### src/rtl/demux_unit_reg.sv
// demux_unit_reg: registered 1-to-N demultiplexer with a valid/ready handshake.
// Define DEMUX_SEL_ERR_EN to add the sticky sel_err flag and err_sel capture.
module demux_unit_reg #(
    parameter int DATA_W  = 8,
    parameter int NUM_OUT = 4,
    parameter int SEL_W   = 2
) (
    input  logic               clk,
    input  logic               reset_n,
    input  logic [DATA_W-1:0]  in_data,
    input  logic [SEL_W-1:0]   in_sel,
    input  logic               in_valid,
    output logic               in_ready,
    output logic [DATA_W-1:0]  out_data,
    output logic [NUM_OUT-1:0] out_valid,
    input  logic [NUM_OUT-1:0] out_ready
`ifdef DEMUX_SEL_ERR_EN
    ,
    output logic               sel_err,
    output logic [SEL_W-1:0]   err_sel
`endif
);

    typedef enum logic {
        EMPTY = 1'b0,
        FULL  = 1'b1
    } state_t;

    state_t             state_q;
    state_t             state_d;
    logic [DATA_W-1:0]  data_q;
    logic [SEL_W-1:0]   sel_q;
    logic               load;
    logic               sel_rdy;
    logic               legal;
    logic               accept;
    logic               deliver;

    // Only the addressed consumer's ready matters; the others are ignored.
    always_comb begin
        sel_rdy = 1'b0;
        for (int k = 0; k < NUM_OUT; k++) begin
            if (sel_q == SEL_W'(k)) sel_rdy = out_ready[k];
        end
    end

    always_comb begin
        out_valid = '0;
        for (int k = 0; k < NUM_OUT; k++) begin
            out_valid[k] = (state_q == FULL) && (sel_q == SEL_W'(k));
        end
    end

    assign legal    = {1'b0, in_sel} < (SEL_W+1)'(NUM_OUT);
    assign in_ready = reset_n && ((state_q == EMPTY) || sel_rdy);
    assign accept   = in_valid && in_ready;
    assign deliver  = (state_q == FULL) && sel_rdy;
    assign out_data = data_q;

    always_comb begin
        state_d = state_q;
        load    = 1'b0;
        unique case (state_q)
            EMPTY: begin
                if (accept && legal) begin
                    state_d = FULL;
                    load    = 1'b1;
                end
            end
            FULL: begin
                if (deliver) begin
                    // An illegal word arriving with a deliver still drains us.
                    if (accept && legal) begin
                        load = 1'b1;
                    end else begin
                        state_d = EMPTY;
                    end
                end
            end
            default: state_d = EMPTY;
        endcase
    end

    always_ff @(posedge clk) begin
        if (!reset_n) begin
            state_q <= EMPTY;
            data_q  <= '0;
            sel_q   <= '0;
        end else begin
            state_q <= state_d;
            if (load) begin
                data_q <= in_data;
                sel_q  <= in_sel;
            end
        end
    end

`ifdef DEMUX_SEL_ERR_EN
    always_ff @(posedge clk) begin
        if (!reset_n) begin
            sel_err <= 1'b0;
            err_sel <= '0;
        end else if (accept && !legal) begin
            sel_err <= 1'b1;
            if (!sel_err) err_sel <= in_sel;
        end
    end
`endif

endmodule

### config.mk
export PLATFORM = sky130hd
export DESIGN_NAME = demux_unit_reg
export DESIGN_NICKNAME = d
export VERILOG_FILES = /design/src/rtl/demux_unit_reg.sv
export SDC_FILE = /design/constraint.sdc
export NUM_CORES = 1
export LEC_CHECK = 0
export ABC_AREA = 1
export BUFFER_PORTS_ARGS = -buffer_cell sky130_fd_sc_hd__buf_2
export CAP_MARGIN = 20
export CORE_MARGIN = 10
export CORE_UTILIZATION = 43
export DETAILED_ROUTE_END_ITERATION = 10
export PLACE_DENSITY = 0.76
export SKIP_CTS_REPAIR_TIMING = 1
export SLEW_MARGIN = 40
export SYNTH_ARGS = -nofsm -noshare
export SYNTH_HDL_FRONTEND = slang
export SYNTH_SLANG_ARGS = --single-unit
### constraint.sdc
create_clock -name clk -period 1.5 [get_ports clk]
set_clock_uncertainty 0.15 [all_clocks]
set_input_delay 0.15 -clock clk [delete_from_list [all_inputs] [get_ports clk]]
set_output_delay 0.15 -clock clk [all_outputs]
set_load 0.02 [all_outputs]
# == Word-level counts from Yosys, hierarchy flattened ==
# Cells that the tools add are included.
# word_totals
register_bits,11
input_bits,17
out_inout_bits,13
wordCells,25
# op_classes
n_eq_ne,3
muxes,9
n_bitwise,1
reduce_logical,9
# ops
cell,count
logical AND 1 bit,7
2-to-1 mux 1 bit,7
equality test 2 bit (second input constant),2
one-hot mux 1 bit (2 select lines),2
equality test 2 x 1 -> 1 bit (second input constant),1
zero test 2 bit,1
logical OR 1 bit,1
inverter 1 bit,1

# == Depth between registers and ports, before layout ==
# Gate-level depths: netlist of the first run.
# logic_depth
word_depth,11
ltp_mapped,8
ltp_nobuf,8

# == Worst setup path after synthesis of the first run ==
# OpenSTA, ideal clock, no wires.
# synth_timing
kind,reg2out
startpoint,reg sel_q[0]
endpoint,out in_ready
arrival_ns,1.057
required_ns,1.200
setup_slack_ns,0.143
stages_incl_launch_ff,8
n_path_buf,0
cell_sequence,dfxtp_1 inv_1 nand2_1 nand2_2 nand2_4 nand2_2 nand2_1 nor2_1
# synth_via
elab_chain_len,7
elab_cells_between_ends,10
classes_between,eq/ne (3); mux (4); reduce/logical (3)
# synth_rtl
item,line,text
from (decl),32,logic [SEL_W-1:0] sel_q;
from (signal assigned),93,sel_q <= in_sel;
zero test 2 bit,43,if (sel_q == SEL_W'(k)) sel_rdy = out_ready[k];
2-to-1 mux 1 bit (3 in series),43,
2-to-1 mux 1 bit *,43,
logical OR 1 bit *,55,assign in_ready = reset_n && ((state_q == EMPTY) || sel_rdy);
logical AND 1 bit *,55,
to (decl),13,"output logic in_ready,"
# Mark *: on every way between the ends. The rest lies on a longest branch, timed or not.

# == Worst setup path in the final report of the first run ==
# layout_timing
startpoint,reg sel_q[1]
endpoint,out in_ready
# The elaborated chain is that of the path after synthesis.

==> out/qor.txt, run 1 <==
CP endpoint kind - output port
flop2flop setup slack - -20 ps
Leak - 0.587 nW
io pins - 30
Longest Clk Path Bufs - 2
Syn Area/Cell - 6.80 um2
Adder-Cell Fraction of Synth Area - 0
Worst Path Buf+Inv - 2
Area Overhead vs Synth - 59.5%
mux cell area share after synthesis - 0
Worst Path Arrival - 1280 ps
Pwr Total - 766 uW
estimated wirelength of the detail-placed design - 1220 um
Max stage delay cell, worst path - dfxtp_4
crit path capture - in_ready
Post-Synth XOR/XNOR Area - 0
TritonRoute pass-1 iters - 4
Fill cells - 107
fin crit share - 1.05
simple-gate share of the synthesized area - 0.476
post-layout min period - 1580 ps
port bufs - 29
ant diodes - 0
worst reg2reg startpoint - sel_q[1]
clk_lat worst skew - 260 ps
post-synth top area share - 0.360
maximum fanout along the worst path - 4
Via Count - 722
Top delay family on crit path - flip-flops
CP dominant cell by count - nand2_4
post-synthesis cell type count - 16
Antenna Violating Nets Remaining - 0
critical path depth - 7
maximum clock frequency - 634 MHz
worst reg2reg endpoint - out_data[3]
clock slew at reported path FFs - 70 ps
# DRC - 0
setup slack at placement - 103 ps
hold crit path type - primary input to flip-flop
GPL Wtd Cong - 0.815
Critical Path Start - sel_q[1]
largest net degree at the start of global routing - 15
Starting Density - 0.464
Syn Nets - 107
Synth Cell Area - 612 um2
first-pass GRT wire length - 2680 um
startpoint types - flip-flop
status - finished with violations
Max rail drop VDD - 0.524 mV
Num Clock Sinks - 11
root buf cell - clkbuf_4
Placed Instances - 132
Power per Cell Area - 784 mW/mm2
main combinational cell family by area after synthesis - simple AND/OR/NAND/NOR gates
number of synthesized flops with an enable pin - 0
post-route design area - 976 um2
final hold vios - 1
Synth Instances - 90
Die H - 57.7 um
setup slack after layout - -77.1 ps
critical path required time - 1200 ps
Max Slew Vio Count - 0
layout cells sized above 1 - 0.433
Vias/cell - 4.85
register area share after synthesis - 0.360
Synthesis Warnings - 0
die area - 0.00333 mm2
Min Hold Slack - -18.3 ps
H-Tree Depth - 1
initial antenna violation count - 0
CTS tree - yes
crit path cell chain - buf_4 -> nand3_2 -> nand2_4 -> nand2_4 -> nand2_4 -> nor2_4 -> buf_6
Die W - 57.7 um
post-synthesis async set-or-reset flop share - 0
violated checks - negative hold slack, negative setup slack
unrepaired setup endpoints after global routing - yes
crit-path max cell delay - 370 ps
Max-slew headroom - 0.804
DR iter-0 viols - 13
worst-margin pin slew - 293 ps
most frequent cell after synthesis - nand2_1
Routed wire per std cell - 12.4 um
# setup viols final - 3
commonest cells in the synthesized netlist - nand2_1, inv_1, dfxtp_1
R2R cell count - 7
CTS Buf Count - 3
Final nets - 152
Top FF cell, synth - dfxtp_1
#FFs+latches synth - 11
dominant cell type by area after synthesis - dfxtp_1
Layout Utilization - 0.741
Max Cap Viol - 0
synth top area cells - dfxtp_1, nand2_1, nand4_1
GRT Overall Usage - 0.0962
Synth Area in Compound Gates - 0.0348
routed wire length - 1840 um
core area - 0.00132 mm2
placed cell areas - 772 um2
# rows - 13
vias in the first global route - 638
Crit Path Class - flip-flop to output port
non-filler cells, final - 149
GRT overflow - 0
==> metrics by stage <==
stage	hold WS (ps)	setup TNS [ps]
6_report	-18.3	-97.6
2_1_floorplan	112	0
4_1_cts	-41.3	-196
5_1_grt	4.15	-588
3_5_place_dp	240	0
3_3_place_gp	234	0
==> layout make-up <==
cell class                 instances  area, um2  area share
clock buffer                       4       26.3      0.0269
multi-input combinational         58        345       0.354
sequential                        11        229       0.235
timing repair buffer              43        282       0.288
tap                               15       18.8      0.0192
inverter                          18       75.1      0.0769
==> sequential cells by signal, indices dropped and copies added, names as in the netlist <==
register and count:
sel_q 2, state_q 1, out_data 8
==> placed cells by master, fill, tap and decap left out <==
cell type / instances
nand2_4: 4
o21ai_1: 1
inv_2: 2
clkbuf_1: 1
nand4_4: 1
buf_6: 1
dfxtp_4: 2
nand4_1: 10
nand3_2: 2
a21oi_4: 1
inv_4: 3
dlygate4sd3_1: 8
dfxtp_2: 1
nor3_1: 3
inv_1: 13
nor2_1: 1
buf_4: 8
buf_2: 26
nand2_2: 2
nor2_4: 1
dfxtp_1: 8
nor3_4: 1
clkbuf_4: 3
nand2_1: 31
==> cells by family after synthesis <==
family,count (synthesis)
buf+inv,21
compound gates,2
simple gates,56
flops,11
==> layer usage <==
metal  routed length, um  part of all wire  global-route usage
met2                 839              0.46               0.133
met1                 762              0.41               0.118
met3                 197              0.11              0.0545
met5                   0                 0                   0
met4                  43             0.023              0.0403
==> power by group <==
part           switching, mW  internal [mW]  total, mW
clock network         0.0990          0.103      0.202
registers             0.0183          0.316      0.334
logic                  0.130         0.0993      0.230
==> worst min-delay path, delay by kind of cell <==
family	cells	cell delay, ps
buf+inv	1	70
simple gates	2	140
==> worst min-delay path by stage <==
stage	startpoint	endpoint	slack, ps	depth (start not counted)
after floorplan	in_valid	state_q	110	2
after global placement	in_data[0]	out_data[0]	230	3
after detailed placement	in_data[3]	out_data[3]	240	3
after CTS	in_data[3]	out_data[3]	-40	3
after global routing	in_data[1]	out_data[1]	4	3
final	in_data[1]	out_data[1]	-20	3
No activity file was read; power rests on OpenSTA's default activity.
==> run 2: changes to the inputs <==
- GPL_TIMING_DRIVEN: unset -> 0
==> run 2 against run 1 <==
Effect of this change: the run still ends with negative hold slack, negative setup slack left; worst setup slack improved by 7.8 ps; first-iteration DRC count fell by 23%; clock power rose by 2%; final cell count did not move; critical endpoint unchanged.
==> out/qor.txt, run 2 (same netlist as run 1, synthesis figures left out) <==
Min Hold Slack - -49.2 ps
Final nets - 152
core area - 0.00132 mm2
clk_lat worst skew - 270 ps
fin crit share - 1.05
hold crit path type - primary input to flip-flop
Power per Cell Area - 802 mW/mm2
CTS tree - yes
placed cell areas - 776 um2
post-route design area - 946 um2
io pins - 30
violated checks - negative hold slack, negative setup slack
post-layout min period - 1570 ps
Max Cap Viol - 0
Critical Path Start - sel_q[0]
Worst Path Arrival - 1270 ps
die area - 0.00333 mm2
Routed wire per std cell - 12.1 um
clock slew at reported path FFs - 70 ps
most common cell after layout, fill and taps aside - nand2_1
Placed Instances - 134
Top delay family on crit path - simple AND/OR/NAND/NOR gates
Via Count - 690
Max Slew Vio Count - 0
# DRC - 0
vias in the first global route - 693
Max stage delay cell, worst path - dfxtp_4
maximum fanout along the worst path - 6
Max rail drop VDD - 0.567 mV
most frequent cells in the layout - nand2_1, buf_2, inv_1
startpoint types - flip-flop
GRT overflow - 0
non-filler cells, final - 149
Hold Startpoint - in_data[6]
Starting Density - 0.464
# setup viols final - 1
port bufs - 29
GRT Overall Usage - 0.101
unrepaired setup endpoints after global routing - yes
worst reg2reg startpoint - sel_q[0]
# rows - 13
status - finished with violations
Area Overhead vs Synth - 54.6%
CP endpoint kind - output port
Leak - 0.565 nW
Die W - 57.7 um
setup slack after layout - -69.2 ps
critical path required time - 1200 ps
ant diodes - 0
first-pass GRT wire length - 2820 um
Antenna Violating Nets Remaining - 0
Die H - 57.7 um
initial antenna violation count - 0
crit-path max cell delay - 380 ps
crit path cell chain - inv_4 -> nand2_1 -> nand2_2 -> nand2_4 -> nand2_4 -> nand2_2 -> nor2_1 -> buf_4
Num Clock Sinks - 11
maximum clock frequency - 637 MHz
TritonRoute pass-1 iters - 4
Longest Clk Path Bufs - 2
final hold vios - 5
Worst Path Buf+Inv - 2
layout cells sized above 1 - 0.410
max reg flops - 8
root buf cell - clkbuf_4
DR iter-0 viols - 10
Crit Path Class - flip-flop to output port
largest net degree at the start of global routing - 11
CTS Buf Count - 3
Layout Utilization - 0.718
routed wire length - 1800 um
GPL Wtd Cong - 0.693
H-Tree Depth - 1
worst-margin pin slew - 429 ps
Vias/cell - 4.63
Max-slew headroom - 0.714
estimated wirelength of the detail-placed design - 1230 um
## run 2: changes by cell type in the layout (fill, tap and decap cells not counted), moves of 2 or more
cell           before  now
buf_4               8    6
dlygate4sd3_1       8    6
nand2_4             4    2
nand2_2             2    4
clkbuf_1            1    4
## run 2: worst reg2reg max path: cells and delay by family, from the launching register on
family / cells / cell delay [ps]
AO/OA/AOI/OAI: 1 / 270
buffers and inverters: 2 / 210
flip-flops: 1 / 380
AND/OR/NAND/NOR: 5 / 400
## run 2: through the flow
stage	TNS [ps]	hold slack [ps]	worst slack, ps	power (mW)
floorplan	0	112	143	0.450
CTS	-214	-44.7	-214	0.720
global placement	0	234	104	0.512
detailed placement	0	241	92.2	0.516
global route	-546	1.33	-130	0.798
finish	-69.2	-49.2	-69.2	0.759
## run 2: worst paths after layout
path	to	slack [ps]	depth (start not counted)
setup / recovery	in_ready	-70	8
hold / removal	out_data[6]	-50	3
setup reg to reg	sel_q[0]	40	8
hold reg to reg	out_data[7]	370	4
## run 2: per-layer routing
metal  up-vias  track usage  share of wire
met2        24        0.150           0.46
met1       290        0.114           0.41
met5         -            0              0
met4         0       0.0503          0.019
li1        371            -              -
met3         5       0.0545           0.11
## run 2: cell type report
cell class / instances / area [um2]
Multi-Input combinational cell: 58 / 335
Sequential cell: 11 / 228
Timing Repair Buffer: 40 / 251
Buffer: 3 / 11.3
Fill cell: 111 / 372
Tap cell: 15 / 18.8
Clock buffer: 4 / 26.3
Inverter: 18 / 75.1
## run 2: where the power goes
group          internal [mW]  switching (mW)
clock network          0.103           0.103
registers              0.315          0.0188
logic                 0.0925           0.126
==> run 3: changes to the inputs <==
- CORE_ASPECT_RATIO: unset -> 1.2
- CORE_UTILIZATION: 43 -> 39
- PLACE_DENSITY: 0.76 -> 0.72
- clock period: 1.5 -> 1.35 ns (I/O delays scaled with it)
==> run 3 against run 2 <==
Effect of this change: the run still ends with negative hold slack, negative setup slack left; sequential share of layout area shrank 1.6 points; count of clock-buffer cells in the layout shrank 1; sequential cell count is the same; core utilization shrank 2.3 points.
==> out/qor.txt, run 3 (same netlist as run 1, synthesis figures left out) <==
worst-margin pin slew - 429 ps
Placed Instances - 136
TritonRoute pass-1 iters - 4
H-Tree Depth - 1
CP endpoint kind - output port
final hold vios - 2
startpoint types - flip-flop
ant diodes - 0
violated checks - negative hold slack, negative setup slack
Max-slew headroom - 0.714
Max rail drop VDD - 0.585 mV
Layout Utilization - 0.695
unrepaired setup endpoints after global routing - yes
clock slew at reported path FFs - 80 ps
Die H - 63.4 um
worst reg2reg startpoint - sel_q[1]
io pins - 30
CTS Buf Count - 3
Longest Clk Path Bufs - 2
maximum fanout along the worst path - 5
DR iter-0 viols - 5
Max Slew Vio Count - 0
core area - 0.00146 mm2
sequential share of power - 0.424
port bufs - 29
Hold Startpoint - in_data[0]
Final nets - 155
non-filler cells, final - 154
CTS tree - yes
setup slack at placement - -80.1 ps
switching pwr - 308 uW
GPL Wtd Cong - 0.724
layout cells sized above 1 - 0.467
Power per Cell Area - 866 mW/mm2
Fill cells - 123
Num Clock Sinks - 11
Routed wire per std cell - 13.6 um
clk_lat worst skew - 290 ps
Internal - 573 uW
Max Cap Viol - 0
estimated wirelength of the detail-placed design - 1320 um
# setup viols final - 13
vias in the first global route - 645
GRT Overall Usage - 0.0941
Vias/cell - 4.79
hold crit path type - primary input to flip-flop
most common cell after layout, fill and taps aside - nand2_1
initial antenna violation count - 0
root buf cell - clkbuf_4
die area - 0.00356 mm2
largest net degree at the start of global routing - 11
most frequent cells in the layout - nand2_1, buf_2, inv_1
routed wire length - 2090 um
clock power share - 0.276
# DRC - 0
critical path required time - 1070 ps
GRT overflow - 0
post-layout min period - 1600 ps
Net Sw Frac - 0.350
max reg flops - 8
fin crit share - 1.18
status - finished with violations
Min Hold Slack - -57.9 ps
Critical Path Start - sel_q[1]
Antenna Violating Nets Remaining - 0
Worst Path Arrival - 1310 ps
first-pass GRT wire length - 2810 um
setup slack after layout - -250 ps
Via Count - 738
maximum clock frequency - 625 MHz
Leak - 0.593 nW
Area Overhead vs Synth - 66.3%
part of the power in combinational logic - 0.300
# rows - 15
Die W - 56.2 um
Starting Density - 0.418
Crit Path Class - flip-flop to output port
## run 3: cell types whose count changed in the layout (fill, tap and decap cells not counted), sizes merged
cell,previous run,this run
clkinv,0,1
dlygate4sd3,6,8
nand4,11,12
clkbuf,7,6
## run 3: stage by stage
stage | power (mW) | area, um2 | TNS [ps] | hold slack (ps)
floorplan | 0.500 | 612 | 0 | 96.9
global placement | 0.570 | 778 | -101 | 220
detailed placement | 0.575 | 778 | -524 | 225
CTS | 0.810 | 806 | -1360 | -64.0
global route | 0.922 | 1020 | -1850 | 2.85
finish | 0.881 | 1020 | -999 | -57.9
## run 3: final timing paths
check | end | slack (ps) | depth (start not counted)
worst max-delay path | in_ready | -250 | 8
worst min-delay path | out_data[0] | -60 | 3
worst max register to register | out_data[5] | -60 | 9
worst min register to register | out_data[7] | 380 | 4
## run 3: power by group through the flow
| stage | registers, mW | logic, mW | clock network, mW |
|---|---|---|---|
| after global placement | 0.375 | 0.195 | 0 |
| final | 0.374 | 0.264 | 0.243 |
| after floorplan | 0.399 | 0.102 | 0 |
| after detailed placement | 0.376 | 0.198 | 0 |
| after CTS | 0.369 | 0.199 | 0.241 |
| after global routing | 0.376 | 0.291 | 0.255 |
## run 3: critical path, stage by stage, from the launching register on
cell and delay (ps):
dfxtp_4 380, inv_4 70, nand3_2 60, nand2_2 90, inv_2 70, nand2_4 80
nand2_4 50, nor2_4 100, buf_6 120
## run 3: per-layer routing
| metal | wire length, um | vias to the layer above | track usage |
|---|---|---|---|
| met5 | 0 | - | 0 |
| met4 | 69 | 0 | 0.0542 |
| met3 | 148 | 7 | 0.0421 |
| met2 | 1070 | 26 | 0.147 |
| met1 | 801 | 328 | 0.102 |
| li1 | - | 377 | - |
## run 3: area by class of cell
class | count | area [um2] | share of cell area
Clock buffer | 3 | 22.5 | 0.0221
Tap cell | 17 | 21.3 | 0.0209
Multi-Input combinational cell | 59 | 379 | 0.373
Clock inverter | 1 | 5.00 | 0.00492
Timing Repair Buffer | 42 | 277 | 0.272
Buffer | 3 | 11.3 | 0.0111
Sequential cell | 11 | 229 | 0.225
Inverter | 18 | 72.6 | 0.0713
